`src/rtl/execute_muldiv_unit.sv`:
```
// execute_muldiv_unit: iterative RV32M multiply/divide sequencer beside the EX-stage ALU.
//   clk, reset (sync, active-low)
//   start, op[2:0] (funct3), operand_a, operand_b, flush      -> inputs
//   busy (not IDLE), stall (freeze IF/ID/EX), result_valid (1-cycle pulse), result -> outputs
module execute_muldiv_unit #(
   parameter int XLEN         = 32,
   parameter bit FAST_SPECIAL = 1
) (
   input  logic            clk,
   input  logic            reset,
   input  logic            start,
   input  logic [2:0]      op,
   input  logic [XLEN-1:0] operand_a,
   input  logic [XLEN-1:0] operand_b,
   input  logic            flush,
   output logic            busy,
   output logic            stall,
   output logic            result_valid,
   output logic [XLEN-1:0] result
);
   localparam int CW = $clog2(XLEN);
   localparam logic [XLEN-1:0] MIN_VAL = {1'b1, {(XLEN-1){1'b0}}};
   typedef enum logic [2:0] {IDLE, MUL, DIV, FIN, DONE} state_t;
   state_t state, state_n;
   logic [2:0]        op_q;
   logic              neg, neg_r;
   logic [XLEN-1:0]   mag;
   logic [2*XLEN-1:0] acc;
   logic [CW-1:0]     count;
   logic              sa, sb, bz, ovf, special;
   logic [XLEN-1:0]   abs_a, abs_b, spec_res, fin_res, quo, rem;
   logic [XLEN:0]     sum, shifted, diff;
   logic              ge;
   logic [2*XLEN-1:0] mul_next, div_next, prod;

   // operand decode: MULH/DIV/REM are signed on both sides, MULHSU on a only
   always_comb begin
      sa       = (op == 3'd1 || op == 3'd2 || op == 3'd4 || op == 3'd6) && operand_a[XLEN-1];
      sb       = (op == 3'd1 || op == 3'd4 || op == 3'd6) && operand_b[XLEN-1];
      abs_a    = sa ? -operand_a : operand_a;
      abs_b    = sb ? -operand_b : operand_b;
      bz       = operand_b == '0;
      ovf      = !op[0] && operand_a == MIN_VAL && operand_b == '1;
      special  = FAST_SPECIAL && op[2] && (bz || ovf);
      spec_res = bz ? (op[1] ? operand_a : '1) : (op[1] ? '0 : MIN_VAL);
   end

   // acc holds {hi, multiplier} for MUL and {remainder, dividend/quotient} for DIV
   always_comb begin
      sum      = {1'b0, acc[2*XLEN-1:XLEN]} + (acc[0] ? {1'b0, mag} : '0);
      mul_next = {sum, acc[XLEN-1:1]};
      shifted  = acc[2*XLEN-1:XLEN-1];
      ge       = shifted >= {1'b0, mag};
      diff     = shifted - {1'b0, mag};
      div_next = {ge ? diff[XLEN-1:0] : shifted[XLEN-1:0], acc[XLEN-2:0], ge};
      prod     = neg ? -acc : acc;
      quo      = neg ? -acc[XLEN-1:0] : acc[XLEN-1:0];
      rem      = neg_r ? -acc[2*XLEN-1:XLEN] : acc[2*XLEN-1:XLEN];
      fin_res  = op_q[2] ? (op_q[1] ? rem : quo)
                         : (op_q == 3'd0 ? prod[XLEN-1:0] : prod[2*XLEN-1:XLEN]);
   end

   always_ff @(posedge clk) begin
      if (!reset) state <= IDLE;
      else        state <= state_n;
   end

   always_comb begin
      state_n = state;
      case (state)
         IDLE:    if (start) state_n = special ? DONE : (op[2] ? DIV : MUL);
         MUL,
         DIV:     if (count == '0) state_n = FIN;
         FIN:     state_n = DONE;
         default: state_n = IDLE;
      endcase
      if (flush) state_n = IDLE;
   end

   always_comb begin
      busy         = state != IDLE;
      result_valid = state == DONE;
      stall        = (state == IDLE && start && !flush && !special) ||
                     state == MUL || state == DIV || state == FIN;
   end

   always_ff @(posedge clk) begin
      if (!reset) begin
         op_q   <= '0;
         neg    <= 1'b0;
         neg_r  <= 1'b0;
         mag    <= '0;
         acc    <= '0;
         count  <= '0;
         result <= '0;
      end else begin
         case (state)
            IDLE: if (start && !flush) begin
               op_q  <= op;
               // divide-by-zero keeps an all-ones quotient, so no negation there
               neg   <= (sa ^ sb) && (!op[2] || !bz);
               neg_r <= sa;
               mag   <= op[2] ? abs_b : abs_a;
               acc   <= {{XLEN{1'b0}}, op[2] ? abs_a : abs_b};
               count <= CW'(XLEN - 1);
               if (special) result <= spec_res;
            end
            MUL: begin
               acc   <= mul_next;
               count <= count - 1'b1;
            end
            DIV: begin
               acc   <= div_next;
               count <= count - 1'b1;
            end
            FIN: if (!flush) result <= fin_res;
            default: ;
         endcase
      end
   end
endmodule

```
`config.mk`:
```
export PLATFORM = sky130hd
export DESIGN_NAME = execute_muldiv_unit
export DESIGN_NICKNAME = d
export VERILOG_FILES = /design/src/rtl/execute_muldiv_unit.sv
export SDC_FILE = /design/constraint.sdc
export NUM_CORES = 1
export LEC_CHECK = 0
export CAP_MARGIN = 20
export CELL_PAD_IN_SITES_DETAIL_PLACEMENT = 0
export CELL_PAD_IN_SITES_GLOBAL_PLACEMENT = 1
export CORE_AREA = 2 2 185 187
export CTS_CLUSTER_SIZE = 20
export DETAILED_ROUTE_END_ITERATION = 10
export DIE_AREA = 0 0 187 189
export PLACE_DENSITY_LB_ADDON = 0.1
export SYNTH_ARGS = -nofsm -noshare
export SYNTH_HDL_FRONTEND = slang
export SYNTH_SLANG_ARGS = --single-unit
```
`constraint.sdc`:
```
create_clock -name clk -period 3.85 [get_ports clk]
set_input_delay 0.385 -clock clk [delete_from_list [all_inputs] [get_ports clk]]
set_output_delay 0.385 -clock clk [all_outputs]
set_load 0.02 [all_outputs]
```
==> results.sh <==
export IMPL_status="finished, final reports clean"
export IMPL_nets=2325
export IMPL_yosys_cell_count_top_type="o21ai_0"
export IMPL_hold_buffers=0
export IMPL_avgViaCountPerCell=6.38
export IMPL_slowest_delay_ns=0.54
export IMPL_clock_latency_ns=0.46
export IMPL_place_hpwl_um=48200
export IMPL_place_gp_congestion=0.996
export IMPL_maxSlewHeadroom_pct=34.6
export IMPL_firstDrtPassIters=9
export IMPL_layout_min_cycle_time_ns=3.73
export IMPL_yosys_area_share_simple_pct=20.7
export IMPL_tns_ns=0
export IMPL_area_growth_pct=19.1
export IMPL_pin_count=106
export IMPL_core_area_mm2=0.0333
export IMPL_syn_area_mm2=0.0145
export IMPL_irDropWorstVdd_mv=0.327
export IMPL_clock_skew_ns=0.0158
export IMPL_grt_antenna_before_repair=2
export IMPL_crit_slowest_cell="or4_4"
export IMPL_vias=16900
export IMPL_postRouteAntennaNets=0
export IMPL_cp_start_kind="register"
export IMPL_yosys_area_top_type="dfxtp_1"
export IMPL_port_buffers=105
export IMPL_setup_viol=0
export IMPL_synth_ff_type="dfxtp_1"
export IMPL_crit_required_ns=4.18
export IMPL_first_iter_violations=2190
export IMPL_leakage_nw=6.66
export IMPL_clkSinkCount=141
export IMPL_drc=0
export IMPL_synth_xor_area_share_pct=11.3
export IMPL_initial_core_util_pct=43.6
export IMPL_synth_fp_nets=2228
export IMPL_grt_max_degree=95
export IMPL_drive_gt1_share_pct=10.1
export IMPL_arrival_ns=4.06
export IMPL_path_cells="or4_4 > or3_1 > or3_1 > or3_1 > o41ai_1 > xor2_1 > a21oi_1 > nor3_1 > buf_4 > a21oi_1"
export IMPL_clkSlewWorstSetupHoldPaths_ns=0.07
export IMPL_synth_top_area_share_pct=19.4
export IMPL_whs_ns=0.380
export IMPL_rows=67
export IMPL_numCtsBuffers=17
export IMPL_cts_htree_levels=4
export IMPL_synth_seq_cells=141
export IMPL_synthTopCellsByCount="o21ai_0, a21oi_1, nor2_1"
export IMPL_synth_compound_area_share_pct=34.1
export IMPL_endpoint_kind="register"
export IMPL_path_buf_inv=1
export IMPL_powerDensity_mw_per_mm2=374
export IMPL_yosysWarnings=0
export IMPL_ys_types=76
export IMPL_synth_top_family_by_area="compound AO/OA/AOI/OAI gates"
export IMPL_cp_max_fo=4
export IMPL_grt_pass1_wl_um=92900
export IMPL_syn_inst=2084
export IMPL_place_area_mm2=0.0167
export IMPL_netlist_top_cells_area="dfxtp_1, o21ai_0, a21oi_1, xor2_1, ha_1"
export IMPL_hold_class="in -> reg"
export IMPL_chipWidth_um=187
export IMPL_cpMostUsedCell="or3_1"
export IMPL_routed_wl_um=62400
export IMPL_finalHoldViolCount=0
export IMPL_final_area_mm2=0.0173
export IMPL_clockBufferDepth=2
export IMPL_cts_tree="yes"
export IMPL_fmax_ghz=0.268
export IMPL_gr_total_overflow=0
export IMPL_synthMuxAreaShare_pct=1.61
export IMPL_syn_area_per_cell_um2=6.97
export IMPL_ys_seq_area_share_pct=19.4
export IMPL_fin_util_pct=52.0
export IMPL_critPathKind="reg -> reg"
export IMPL_slew_violations=0
export IMPL_die_area_mm2=0.0353
export IMPL_clockRootBuffer="clkbuf_16"
export IMPL_power_mw=6.47
export IMPL_synthAdderAreaFrac_pct=6.39
export IMPL_avgRoutedWirePerCell_um=23.6
export IMPL_grt_pass1_vias=15000
export IMPL_finalCritPeriodShare_pct=96.9
export IMPL_tightest_slew_ns=0.979
export IMPL_cap_violations=0
export IMPL_critical_path_top_delay_family="simple AND/OR/NAND/NOR gates"
export IMPL_async_flop_share_pct=0
export IMPL_synth_edf_count=0
export IMPL_grtUsageTotal_pct=34.1
export IMPL_die_h_um=189
export IMPL_cts_setup_buffers=0
-- final timing paths --
path	startpoint	to	slack, ns	cells after the start
worst max register to register	acc[7]	result[7]	0.12	10
worst max-delay path	acc[7]	result[7]	0.12	10
worst min-delay path	op[2]	neg	0.38	4
worst min register to register	mag[6]	mag[6]	0.45	2
-- through the flow --
| stage | setup WS (ns) | instances |
|---|---|---|
| finish | 0.118 | 2643 |
| global route | -0.00669 | 2642 |
| CTS | 0.0843 | 2642 |
| floorplan | 0.427 | 2084 |
| detailed placement | -0.152 | 2610 |
| global placement | -0.117 | 2610 |
-- power breakdown --
group | internal (mW) | switching [mW] | total (mW) | leakage (nW)
Combinational | 1.13 | 1.88 | 3.01 | 5.23
Sequential | 1.56 | 0.148 | 1.71 | 1.15
Clock | 0.932 | 0.823 | 1.76 | 0.277
Total | 3.62 | 2.85 | 6.47 | 6.66
-- logic make-up (layout without fill, tap and decap cells) --
group           count (synthesis)  in the layout
compound gates                788            788
xor+xnor                      188            188
fa+ha+maj                      73             73
buf+inv                       238            348
flops                         141            141
mux                            23             23
other cells                     0              1
simple gates                  633            633
-- metal layers --
metal	vias to the layer above	track usage (%)	wire [um]
met5	-	0	11
met4	2	13.6	2470
met3	129	5.10	5660
met2	887	51.3	26600
met1	8001	48.6	27700
li1	7845	-	-
-- sequential cells by signal, summed over array words and instances, names as in the netlist --
signal	count
acc	64
count	5
mag	32
neg	1
neg_r	1
op_q	3
result	32
state	3
-- area by class of cell --
| cell class | instances | area (um2) |
|---|---|---|
| multi-input combinational | 1705 | 10900 |
| sequential | 141 | 2820 |
| antenna | 1 | 2.50 |
| inverter | 64 | 240 |
| clock inverter | 14 | 149 |
| clock buffer | 18 | 439 |
| timing repair buffer | 252 | 2210 |
| tap | 448 | 561 |
| fill | 3415 | 16000 |
-- what timing repair did --
action	in CTS	in global routing
resized for setup	3	6
setup endpoints to repair	2	10
hold endpoints to repair	0	0
-- worst register-to-register path, delay by kind of cell (launching register included) --
kind                      cells  cell delay [ns]
AOI/OAI and AO/OA             3             0.59
xor gates and xnor gates      1             0.30
buffers and inverters         1             0.18
DFF                           1             0.32
and+or+nand+nor               5             2.23
-- cell usage in the layout, fill, tap and decap left out, types with 11 or more instances in the layout --
master           Yosys  layout
nor4_1              13      11
nand2_1            175     175
buf_4                1     142
xnor2_1             86      86
ha_1                71      71
dfxtp_1            141     140
a31oi_1             35      35
o41ai_1             15      15
nor3_1              61      60
o21ai_0            222     221
nand4_1             23      23
a22oi_1             24      23
nand2b_1            21      21
or4_1               13      13
a21oi_1            204     201
clkbuf_16            0      17
a221oi_1            35      35
nor2_1             190     190
nor2b_1             13      13
inv_1               62      62
a211oi_1            42      40
mux2i_1             20      20
nand3_1             35      35
o31ai_1             31      30
a21o_1              27      27
or3_1               29      29
clkdlybuf4s50_1      0     102
o21a_1              30      30
o211ai_1            37      37
o22ai_1             14      14
xor2_1             102     102
(Power assumes the default switching activity.)
